### config.mk
export PLATFORM = sky130hd
export DESIGN_NAME = cpu_control_unit_flat
export DESIGN_NICKNAME = d
export VERILOG_FILES = /design/src/rtl/cpu_control_unit_if.sv /design/src/rtl/cpu_control_unit.sv /design/src/flat_wrapper.sv
export SDC_FILE = /design/constraint.sdc
export NUM_CORES = 1
export LEC_CHECK = 0
export CAP_MARGIN = 20
export CORE_MARGIN = 4
export CORE_UTILIZATION = 41
export DETAILED_ROUTE_END_ITERATION = 8
export PLACE_DENSITY = 0.76
export SYNTH_ARGS = -nofsm -noshare
export SYNTH_HDL_FRONTEND = slang
export SYNTH_SLANG_ARGS = --single-unit
export TNS_END_PERCENT = 50
### constraint.sdc
create_clock -name i_clock -period 4.2 [get_ports i_clock]
set_input_delay 0.63 -clock i_clock [delete_from_list [all_inputs] [get_ports i_clock]]
set_output_delay 0.63 -clock i_clock [all_outputs]
set_load 0.005 [all_outputs]
### src/rtl/cpu_control_unit_if.sv
// cpu_control_unit_if: instruction handshake plus datapath control bundle
// CTRL_INSTR_COUNT_EN adds the retired-instruction count signal.
interface cpu_control_unit_if;
  logic [7:0] instr;
  logic       instr_valid;
  logic       instr_ready;
  logic [2:0] alu_op;
  logic       acc_src_sel;
  logic [7:0] imm_data;
  logic       acc_enable;
  logic       out_enable;
  logic       illegal;
  logic       halted;
`ifdef CTRL_INSTR_COUNT_EN
  logic [15:0] instr_count;
  modport master (output instr, instr_valid, input instr_ready, alu_op, acc_src_sel, imm_data, acc_enable, out_enable, illegal, halted, instr_count);
  modport slave (input instr, instr_valid, output instr_ready, alu_op, acc_src_sel, imm_data, acc_enable, out_enable, illegal, halted, instr_count);
`else
  modport master (output instr, instr_valid, input instr_ready, alu_op, acc_src_sel, imm_data, acc_enable, out_enable, illegal, halted);
  modport slave (input instr, instr_valid, output instr_ready, alu_op, acc_src_sel, imm_data, acc_enable, out_enable, illegal, halted);
`endif
endinterface

### src/rtl/cpu_control_unit.sv
// cpu_control_unit: sequences one instruction at a time through DECODE/EXECUTE/WRITEBACK
// CTRL_INSTR_COUNT_EN adds a 16-bit retired-instruction counter.
module cpu_control_unit (
  input logic i_clock,
  input logic i_reset,
  cpu_control_unit_if.slave ctrl_if
);
  typedef enum logic [2:0] {S_IDLE, S_DECODE, S_EXECUTE, S_WRITEBACK, S_HALT} state_t;
  state_t     r_state, w_next;
  logic [7:0] r_instr;
  logic [3:0] w_op;
  logic       w_is_alu, w_is_load, w_is_out, w_is_nop, w_is_halt, w_active, w_accept;
  assign w_op      = r_instr[7:4];
  assign w_is_alu  = w_op >= 4'h2 && w_op <= 4'h7;
  assign w_is_load = w_op == 4'h1;
  assign w_is_out  = w_op == 4'h8;
  assign w_is_nop  = w_op == 4'h0;
  assign w_is_halt = w_op == 4'h9;
  assign w_active  = r_state == S_DECODE || r_state == S_EXECUTE || r_state == S_WRITEBACK;
  assign w_accept  = ctrl_if.instr_valid && ctrl_if.instr_ready;
  // State register and instruction latch; reset discards any in-flight instruction
  always_ff @(posedge i_clock or negedge i_reset)
    if (!i_reset) begin
      r_state <= S_IDLE;
      r_instr <= '0;
    end else begin
      r_state <= w_next;
      if (w_accept) r_instr <= ctrl_if.instr;
    end
  // Next-state and Moore outputs; ready is gated by reset so it rises only on release
  always_comb begin
    w_next               = r_state;
    ctrl_if.instr_ready  = r_state == S_IDLE && i_reset;
    ctrl_if.alu_op       = w_active && w_is_alu ? r_instr[6:4] - 3'd2 : 3'd0;
    ctrl_if.acc_src_sel  = w_active && w_is_load;
    ctrl_if.imm_data     = w_active ? {4'h0, r_instr[3:0]} : 8'h00;
    ctrl_if.acc_enable   = r_state == S_WRITEBACK && (w_is_load || w_is_alu);
    ctrl_if.out_enable   = r_state == S_WRITEBACK && w_is_out;
    ctrl_if.illegal      = r_state == S_DECODE && w_op >= 4'hA;
    ctrl_if.halted       = r_state == S_HALT;
    case (r_state)
      S_IDLE:      w_next = w_accept ? S_DECODE : S_IDLE;
      S_DECODE:    w_next = w_is_alu ? S_EXECUTE : (w_is_load || w_is_out) ? S_WRITEBACK : w_is_halt ? S_HALT : S_IDLE;
      S_EXECUTE:   w_next = S_WRITEBACK;
      S_WRITEBACK: w_next = S_IDLE;
      default:     w_next = S_HALT;
    endcase
  end
`ifdef CTRL_INSTR_COUNT_EN
  logic [15:0] r_instr_count;
  // Count retirements: leaving WRITEBACK, or leaving DECODE on a NOP
  always_ff @(posedge i_clock or negedge i_reset)
    if (!i_reset) r_instr_count <= '0;
    else if (r_state == S_WRITEBACK || (r_state == S_DECODE && w_is_nop)) r_instr_count <= r_instr_count + 16'd1;
  assign ctrl_if.instr_count = r_instr_count;
`endif
endmodule

### src/flat_wrapper.sv
// flat-port wrapper written by rule: the top's interface ports become plain ports
module cpu_control_unit_flat 
  (i_clock, i_reset, ctrl_if_instr, ctrl_if_instr_valid, ctrl_if_instr_ready, ctrl_if_alu_op, ctrl_if_acc_src_sel, ctrl_if_imm_data, ctrl_if_acc_enable, ctrl_if_out_enable, ctrl_if_illegal, ctrl_if_halted);
  cpu_control_unit_if ctrl_if_i ();
  input logic i_clock;
  input logic i_reset;
  input wire logic [$bits(ctrl_if_i.instr)-1:0] ctrl_if_instr;
  input wire logic [$bits(ctrl_if_i.instr_valid)-1:0] ctrl_if_instr_valid;
  output wire logic [$bits(ctrl_if_i.instr_ready)-1:0] ctrl_if_instr_ready;
  output wire logic [$bits(ctrl_if_i.alu_op)-1:0] ctrl_if_alu_op;
  output wire logic [$bits(ctrl_if_i.acc_src_sel)-1:0] ctrl_if_acc_src_sel;
  output wire logic [$bits(ctrl_if_i.imm_data)-1:0] ctrl_if_imm_data;
  output wire logic [$bits(ctrl_if_i.acc_enable)-1:0] ctrl_if_acc_enable;
  output wire logic [$bits(ctrl_if_i.out_enable)-1:0] ctrl_if_out_enable;
  output wire logic [$bits(ctrl_if_i.illegal)-1:0] ctrl_if_illegal;
  output wire logic [$bits(ctrl_if_i.halted)-1:0] ctrl_if_halted;
  assign ctrl_if_i.instr = ctrl_if_instr;
  assign ctrl_if_i.instr_valid = ctrl_if_instr_valid;
  assign ctrl_if_instr_ready = ctrl_if_i.instr_ready;
  assign ctrl_if_alu_op = ctrl_if_i.alu_op;
  assign ctrl_if_acc_src_sel = ctrl_if_i.acc_src_sel;
  assign ctrl_if_imm_data = ctrl_if_i.imm_data;
  assign ctrl_if_acc_enable = ctrl_if_i.acc_enable;
  assign ctrl_if_out_enable = ctrl_if_i.out_enable;
  assign ctrl_if_illegal = ctrl_if_i.illegal;
  assign ctrl_if_halted = ctrl_if_i.halted;
  cpu_control_unit u_core (.i_clock(i_clock), .i_reset(i_reset), .ctrl_if(ctrl_if_i));
endmodule
==> results.json, run 1 <==
{
  "place_area_um2": 918,
  "clockBufferDepth": 2,
  "syn_avg_cell_area_um2": 11.0,
  "vias_per_cell": 5.15,
  "synth_top_family_by_area": "simple AND/OR/NAND/NOR gates",
  "synth_xor_xnor_area_share_pct": 1.24,
  "slew_headroom_pct": 65.2,
  "worstMarginPinSlew_ps": 520,
  "numClockSinks": 11,
  "seqPwrFrac_pct": 42.0,
  "clkSlewWorstSetupHoldPaths_ps": 60,
  "hold_violations": 0,
  "ant_nets": 0,
  "pwr-share-comb_pct": 45.4,
  "fmax_mhz": 335,
  "crit_type": "in2out",
  "finalSetupViolCount": 0,
  "grt_antenna_before_repair": 0,
  "crit_top_cell": "clkdlybuf4s50_1",
  "path_cells": "clkdlybuf4s50_1 > nor4b_4 > clkdlybuf4s50_1",
  "pwr-share-clk_pct": 12.6,
  "ctsResizeCount": 0,
  "rows": 14,
  "path_max_fanout": 12,
  "hold_slack_ps": 504,
  "cp-end-kind": "output port",
  "final.min_clock_period_ps": 2980,
  "final_max_slew_viol_count": 0,
  "cts_buffers": 3,
  "synth-simple-area-share_pct": 26.1,
  "drv_cap": 0,
  "power_density_nw_per_um2": 581,
  "synth.area.mux_share_pct": 17.0,
  "p_leak_nw": 0.423,
  "rsz0062_at_grt": "false",
  "dp_slack_ps": 1180,
  "critPathMaxStageDelay_ps": 800,
  "pin_count": 28,
  "n_antenna_cell": 0,
  "crit_required_ps": 3570,
  "track_usage_pct": 11.9,
  "clk_latency_ps": 260,
  "core_um2": 1560,
  "path_delay_family": "buffers and inverters",
  "setup_ws_ps": 1220,
  "postCtsSetupRepairBufs": 0,
  "synth_compound_area_share_pct": 6.91,
  "vias": 530,
  "tns_ps": 0,
  "grt_pass1_vias": 514,
  "detail_route.wl_per_cell_um": 13.5,
  "drc_errors": 0,
  "grt_pass1_wl_um": 2260,
  "drt-total-wl_um": 1400,
  "power_mw": 0.549,
  "clockRootBuffer": "clkbuf_4",
  "overflow": 0,
  "yosys_warnings": 0,
  "yosys.area_share.adder_pct": 1.77,
  "dieArea_um2": 2450,
  "synth_cell_type_count": 28,
  "intPower_mw": 0.355,
  "first_iter_violations": 1,
  "outcome": "complete, no violations",
  "min_path_type": "reg2reg",
  "dp_hpwl_um": 1120,
  "slowest_stage": "clkdlybuf4s50_1",
  "fin_skew_ps": 2.58,
  "cp-start-kind": "input pin",
  "synth_cells": 64,
  "cts_tree": "done",
  "place.gp.congestion": 0.676,
  "start_util_pct": 45.3,
  "switchingPower_mw": 0.193,
  "dr.pass1.iters": 2,
  "drive_gt1_share_pct": 19.5,
  "grt_start_max_net_pins": 13,
  "switching_share_pct": 35.2,
  "synthToLayoutAreaGrowth_pct": 33.9,
  "fin_area_um2": 945,
  "cts_hold_buf": 0,
  "final_cells": 103,
  "io_buffer_count": 23,
  "ys_ff_latch": 11,
  "die_h_um": 49.5,
  "path_buf_inv": 2,
  "nets": 100,
  "fin_util_pct": 60.6,
  "peakVddDrop_uv": 283,
  "fin_crit_sh_pct": 71.0,
  "place_inst": 99,
  "htree_levels": 1,
  "synth-seq-area-share_pct": 39.0,
  "die_x_um": 49.5,
  "syn-cell-area_um2": 706,
  "cp.arrival_ps": 2350
}
power by group through the flow:
| stage | combinational, mW | sequential [mW] | clock [mW] |
|---|---|---|---|
| after global placement | 0.243 | 0.229 | 0 |
| after floorplan | 0.208 | 0.187 | 0 |
| after CTS | 0.254 | 0.230 | 0.0730 |
| final | 0.249 | 0.230 | 0.0694 |
| after global routing | 0.274 | 0.240 | 0.0784 |
| after detailed placement | 0.253 | 0.233 | 0 |
cells in the final DEF, fill, tap and decap left out:
cell | netlist | final
dfrtp_1 | 11 | 11
nand2_4 | 1 | 1
nor3_1 | 4 | 4
xor2_1 | 1 | 1
conb_1 | 1 | 4
nor4b_4 | 1 | 1
and4bb_2 | 1 | 1
or4bb_2 | 1 | 1
nand2b_1 | 1 | 1
nor2_1 | 5 | 5
inv_1 | 1 | 1
a31o_2 | 1 | 1
nand2_1 | 2 | 2
ha_1 | 1 | 1
or4_1 | 1 | 1
and2_2 | 1 | 1
clkbuf_1 | 2 | 1
clkdlybuf4s50_1 | 0 | 23
a21boi_0 | 1 | 1
a31oi_1 | 2 | 2
clkbuf_4 | 0 | 3
mux2_4 | 8 | 8
nor4_1 | 1 | 1
nor2b_1 | 2 | 2
o21bai_1 | 1 | 1
and2_1 | 6 | 6
o21ai_0 | 1 | 1
o31ai_1 | 1 | 1
layer usage:
metal / vias to the layer above / global-route usage (%) / share of wire, %
met1: 249 / 12.7 / 42
met4: 0 / 5.99 / 1.5
met2: 17 / 21.4 / 52
li1: 262 / - / -
met5: - / 0 / 0
met3: 2 / 3.01 / 4.5
final timing paths:
check,startpoint,endpoint,slack (ps),cells after the start
max,i_reset,ctrl_if_instr_ready,1220,3
min,u_core.r_instr[1],u_core.r_instr[1],500,1
max reg2reg,u_core.r_state[2],u_core.r_instr[3],2710,3
min reg2reg,u_core.r_instr[1],u_core.r_instr[1],500,1
max in group asynchronous,i_reset,u_core.r_instr[6],3140,1
min in group asynchronous,i_reset,u_core.r_instr[2],710,1
cells in the mapped netlist (all sizes together):
cell type / n / share of area [%]
mux2: 8 / 17
nor3: 4 / 2.8
inv: 1 / 0.53
clkbuf: 2 / 1.1
or4bb: 1 / 1.8
a31oi: 2 / 1.8
o31ai: 1 / 1.1
a21boi: 1 / 1.1
nor4: 1 / 0.89
ha: 1 / 1.8
and4bb: 1 / 1.8
and2: 7 / 6.4
nor2b: 2 / 1.8
o21ai: 1 / 0.71
nand2: 3 / 2.7
dfrtp: 11 / 39
o21bai: 1 / 1.1
nor4b: 1 / 3.4
nand2b: 1 / 0.89
nor2: 5 / 2.7
xor2: 1 / 1.2
a31o: 1 / 1.2
buf: 5 / 5.9
conb: 1 / 0.53
or4: 1 / 1.1
flip-flops by register name, summed over array words and instances (netlist names):
register	count
u_core.r_instr	8
u_core.r_state	3
area by class of cell:
| class | count | area [um2] |
|---|---|---|
| clock buffers | 4 | 26.3 |
| fillers | 127 | 614 |
| inverters | 1 | 3.75 |
| multi-input cells | 48 | 389 |
| flip-flops and latches | 11 | 275 |
| well taps | 16 | 20.0 |
| repair buffers | 23 | 230 |
kinds of logic after synthesis:
family | Yosys count
adder cells (fa/ha/maj) | 1
flip-flops | 11
buffers and inverters | 8
AND/OR/NAND/NOR | 27
XOR/XNOR | 1
other | 1
multiplexers | 8
AO/OA/AOI/OAI | 7
Note: power is estimated with default switching activity, not from simulation.
==> run 2, diff against run 1 <==
==> constraint.sdc (replaced) <==
create_clock -name i_clock -period 2.9 [get_ports i_clock]
set_input_delay 0.435 -clock i_clock [delete_from_list [all_inputs] [get_ports i_clock]]
set_output_delay 0.435 -clock i_clock [all_outputs]
set_load 0.005 [all_outputs]
==> run 2 against run 1 <==
Effect of this change: clock skew rose by 4.6 ps; cell area rose by 0.79%; highest routed layer unchanged; critical endpoint is now ctrl_if_acc_enable; critical path type is now reg2out; clock power rose by 46%.
==> results.json, run 2 (synthesis gave the netlist of run 1 again) <==
{
  "first_iter_violations": 4,
  "dp_hpwl_um": 1070,
  "crit_required_ps": 2470,
  "largestRegisters": "u_core.r_instr (8), u_core.r_state (3)",
  "hold_violations": 0,
  "fillers": 132,
  "layout_common_cells": "clkdlybuf4s50_1, dfrtp_1, mux2_4",
  "cp-start-kind": "register",
  "power_density_nw_per_um2": 832,
  "regMostFlops": "u_core.r_instr",
  "dr.pass1.iters": 4,
  "vias_per_cell": 5.08,
  "path_max_fanout": 10,
  "place.gp.congestion": 0.704,
  "grt_pass1_wl_um": 2280,
  "tns_ps": 0,
  "clk_latency_ps": 270,
  "ctsResizeCount": 0,
  "synthToLayoutAreaGrowth_pct": 34.9,
  "final_common_cell": "clkdlybuf4s50_1",
  "overflow": 0,
  "cts_hold_buf": 0,
  "drv_cap": 0,
  "critPathMaxStageDelay_ps": 650,
  "rsz0062_at_grt": "false",
  "dieArea_um2": 2450,
  "rows": 14,
  "finalSetupViolCount": 0,
  "n_antenna_cell": 0,
  "setup_ws_ps": 460,
  "drt-total-wl_um": 1350,
  "drive_gt1_share_pct": 20.5,
  "outcome": "complete, no violations",
  "die_h_um": 49.5,
  "fin_skew_ps": 7.18,
  "cp.arrival_ps": 2010,
  "path_buf_inv": 1,
  "p_leak_nw": 0.428,
  "grt_antenna_before_repair": 0,
  "cts_tree": "done",
  "clockBufferDepth": 2,
  "slowest_stage": "or4bb_2",
  "detail_route.wl_per_cell_um": 13.0,
  "core_um2": 1560,
  "fin_crit_sh_pct": 84.2,
  "postCtsSetupRepairBufs": 0,
  "pin_count": 28,
  "io_buffer_count": 23,
  "die_x_um": 49.5,
  "min_path_type": "in2async",
  "path_delay_family": "simple AND/OR/NAND/NOR gates",
  "crit_type": "reg2out",
  "vias": 528,
  "numClockSinks": 11,
  "final.min_clock_period_ps": 2440,
  "largest_reg_flops": 8,
  "ant_nets": 0,
  "nets": 101,
  "htree_levels": 1,
  "cp-end-kind": "output port",
  "final_max_slew_viol_count": 0,
  "hold_slack_ps": 500,
  "dp_slack_ps": 723,
  "drc_errors": 0,
  "cts_buffers": 3,
  "path_cells": "or4bb_2 > nor2_1 > clkdlybuf4s50_1",
  "track_usage_pct": 12.2,
  "grt_pass1_vias": 522,
  "clkSlewWorstSetupHoldPaths_ps": 70,
  "power_mw": 0.792,
  "clockRootBuffer": "clkbuf_4",
  "fmax_mhz": 410,
  "start_util_pct": 45.3,
  "peakVddDrop_uv": 445,
  "grt_start_max_net_pins": 12
}
[run 2: cell count changes in the layout (fill, tap and decap cells not counted), sizes merged]
| cell | before | now |
|---|---|---|
| buf | 0 | 1 |
[run 2: report_power, final]
part | total, mW | internal, mW | switching [mW]
Clock | 0.101 | 0.0532 | 0.0474
Sequential | 0.330 | 0.224 | 0.106
Combinational | 0.361 | 0.239 | 0.122
[run 2: cell type report]
type	count	area (um2)	area share [%]
clock buffer	4	26.3	2.76
inverter	1	3.75	0.394
multi-input combinational	48	389	40.9
sequential	11	275	28.9
tap	16	20.0	2.10
timing repair buffer	24	238	25.0
[run 2: per-stage QoR]
step	util, %	instance area [um2]	std cells
after floorplan	-	717	67
after global placement	59.4	926	100
after detailed placement	59.4	926	100
after CTS	61.1	952	104
after global routing	61.1	952	104
final	61.1	952	104
[run 2: worst register-to-register path, stage by stage (launching register included)]
cell and delay [ps]:
dfrtp_1 480, nor4b_4 380, nand2_4 180, mux2_4 330
[run 2: per-layer routing]
layer | track usage [%] | up-vias | wire length, um
met3 | 3.92 | 2 | 86
met5 | 0 | - | 0
li1 | - | 264 | -
met4 | 5.53 | 0 | 16
met2 | 22.1 | 18 | 715
met1 | 12.8 | 244 | 536
[run 2: final timing paths]
path | start | endpoint | slack [ps] | depth (start not counted)
setup / recovery | u_core.r_state[2] | ctrl_if_acc_enable | 460 | 3
hold / removal | i_reset | u_core.r_state[0] | 500 | 2
setup reg to reg | u_core.r_state[2] | u_core.r_instr[4] | 1400 | 3
hold reg to reg | u_core.r_instr[1] | u_core.r_instr[1] | 510 | 1
max in group asynchronous | i_reset | u_core.r_instr[5] | 2250 | 2
min in group i_clock | u_core.r_instr[1] | u_core.r_instr[1] | 510 | 1
==> run 3, diff against run 2 <==
--- a/config.mk
+++ b/config.mk
@@ -7,9 +7,9 @@
 export LEC_CHECK = 0
 export CAP_MARGIN = 20
 export CORE_MARGIN = 4
-export CORE_UTILIZATION = 41
+export CORE_UTILIZATION = 38
 export DETAILED_ROUTE_END_ITERATION = 8
-export PLACE_DENSITY = 0.76
+export PLACE_DENSITY = 0.74
 export SYNTH_ARGS = -nofsm -noshare
 export SYNTH_HDL_FRONTEND = slang
 export SYNTH_SLANG_ARGS = --single-unit
==> constraint.sdc (replaced) <==
create_clock -name i_clock -period 2.1 [get_ports i_clock]
set_input_delay 0.315 -clock i_clock [delete_from_list [all_inputs] [get_ports i_clock]]
set_output_delay 0.315 -clock i_clock [all_outputs]
set_load 0.005 [all_outputs]
==> run 3 against run 2 <==
Effect of this change: first-iteration DRC count shrank 50%; global-route usage grew 0.30 points; register-to-register slack lost 830 ps; worst setup slack lost 400 ps; sequential share of layout area shrank 2.1 points; largest cell class unchanged; via count grew 4.0%; count of clock-buffer cells in the layout is the same; hold slack lost 100 ps; cell area grew 8.1%; critical endpoint is now ctrl_if_acc_src_sel; flip-flop and latch count is the same; clock power grew 40%.
==> results.json, run 3 (synthesis gave the netlist of run 1 again) <==
{
  "fin_crit_sh_pct": 97.0,
  "dr.pass1.iters": 2,
  "grt_antenna_before_repair": 0,
  "p_leak_nw": 0.527,
  "cts_buffers": 3,
  "outcome": "complete, no violations",
  "finalSetupViolCount": 0,
  "drc_errors": 0,
  "peakVddDrop_uv": 711,
  "clockRootBuffer": "clkbuf_4",
  "clk_latency_ps": 260,
  "rows": 15,
  "vias_per_cell": 4.69,
  "min_path_type": "in2async",
  "htree_levels": 1,
  "die_h_um": 51.1,
  "track_usage_pct": 12.5,
  "detail_route.wl_per_cell_um": 12.5,
  "n_antenna_cell": 0,
  "clkSlewWorstSetupHoldPaths_ps": 70,
  "place.gp.congestion": 0.744,
  "grt_start_max_net_pins": 12,
  "final_max_slew_viol_count": 0,
  "overflow": 0,
  "final.min_clock_period_ps": 2040,
  "seqPwrFrac_pct": 35.7,
  "rsz0062_at_grt": "true",
  "dp_slack_ps": 117,
  "cp.arrival_ps": 1720,
  "grt_pass1_vias": 536,
  "hold_violations": 0,
  "fin_skew_ps": 1.45,
  "fmax_mhz": 491,
  "ant_nets": 0,
  "largest_reg_flops": 8,
  "switching_share_pct": 35.7,
  "grt_pass1_wl_um": 2440,
  "start_util_pct": 40.4,
  "nets": 105,
  "power_density_nw_per_um2": 1150,
  "first_iter_violations": 2,
  "slowest_stage": "clkdlybuf4s50_1",
  "core_um2": 1750,
  "cts_tree": "done",
  "cp-end-kind": "output port",
  "cts_hold_buf": 0,
  "regMostFlops": "u_core.r_instr",
  "path_cells": "buf_4 > o21bai_2 > nor3_1 > clkdlybuf4s50_1",
  "switchingPower_mw": 0.421,
  "pwr-share-comb_pct": 52.3,
  "cp-start-kind": "register",
  "synthToLayoutAreaGrowth_pct": 45.9,
  "numClockSinks": 11,
  "largestRegisters": "u_core.r_instr (8), u_core.r_state (3)",
  "dieArea_um2": 2610,
  "path_max_fanout": 9,
  "power_mw": 1.18,
  "io_buffer_count": 23,
  "drt-total-wl_um": 1470,
  "pin_count": 28,
  "crit_type": "reg2out",
  "critPathMaxStageDelay_ps": 520,
  "drive_gt1_share_pct": 30.4,
  "setup_ws_ps": 63.4,
  "drv_cap": 0,
  "intPower_mw": 0.758,
  "dp_hpwl_um": 1100,
  "die_x_um": 51.1,
  "layout_common_cells": "clkdlybuf4s50_1, dfrtp_1, mux2_4",
  "clockBufferDepth": 2,
  "vias": 549,
  "fillers": 167,
  "pwr-share-clk_pct": 11.9,
  "final_common_cell": "clkdlybuf4s50_1",
  "postCtsSetupRepairBufs": 0,
  "crit_required_ps": 1780
}
run 3: cell count changes in the layout (fill, tap and decap cells not counted), sizes merged:
cell	previous run	this run
dlygate4sd2	0	1
dlymetal6s2s	0	4
clkdlybuf4s50	23	18
buf	1	5
run 3: stage by stage:
stage	instance area (um2)	setup TNS [ps]	utilization (%)	cells	hold slack (ps)
CTS	995	-114	57.0	117	413
global placement	967	0	55.4	113	483
global route	1030	-222	59.0	117	426
detailed placement	967	0	55.4	113	489
finish	1030	0	59.0	117	399
floorplan	717	0	-	67	19.4
run 3: worst paths after layout:
kind / depth (start not counted) / end / startpoint / slack, ps
setup / recovery: 4 / ctrl_if_acc_src_sel / u_core.r_state[2] / 60
hold / removal: 2 / u_core.r_instr[6] / i_reset / 400
setup reg to reg: 4 / u_core.r_instr[0] / u_core.r_state[1] / 570
hold reg to reg: 1 / u_core.r_instr[3] / u_core.r_instr[3] / 500
max in group asynchronous: 2 / u_core.r_state[1] / i_reset / 1550
min in group i_clock: 1 / u_core.r_instr[3] / u_core.r_instr[3] / 500
run 3: worst max-delay path, delay by kind of cell, from the launching register on:
kind | cells | cell delay [ps]
buf+inv | 2 | 690
flops | 1 | 370
compound gates | 1 | 220
simple gates | 1 | 180
run 3: final cells by class:
cell class | instances | area, um2 | area share, %
multi-input cells | 48 | 415 | 40.3
inverters | 1 | 3.75 | 0.365
well taps | 25 | 31.3 | 3.04
repair buffers | 28 | 277 | 26.9
clock buffers | 4 | 26.3 | 2.55
flip-flops and latches | 11 | 277 | 26.9
run 3: timing repair:
item                                    CTS  global route
gates resized for setup                   2            11
endpoints found under the setup margin    4            11
pin swaps                                 0             0
run 3: per-layer routing:
metal / part of all wire (%) / track usage (%) / vias to the layer above
li1: - / - / 271
met1: 43 / 15.4 / 261
met2: 50 / 20.6 / 15
met3: 6.1 / 2.33 / 2
met4: 0.48 / 6.73 / 0
met5: 0 / 0 / -
run 3: power by group through the flow:
stage / clock network (mW) / logic [mW] / registers, mW
2_1_floorplan: 0 / 0.416 / 0.374
3_3_place_gp: 0 / 0.592 / 0.401
3_5_place_dp: 0 / 0.600 / 0.406
4_1_cts: 0.148 / 0.606 / 0.406
5_1_grt: 0.160 / 0.681 / 0.437
6_report: 0.141 / 0.617 / 0.422
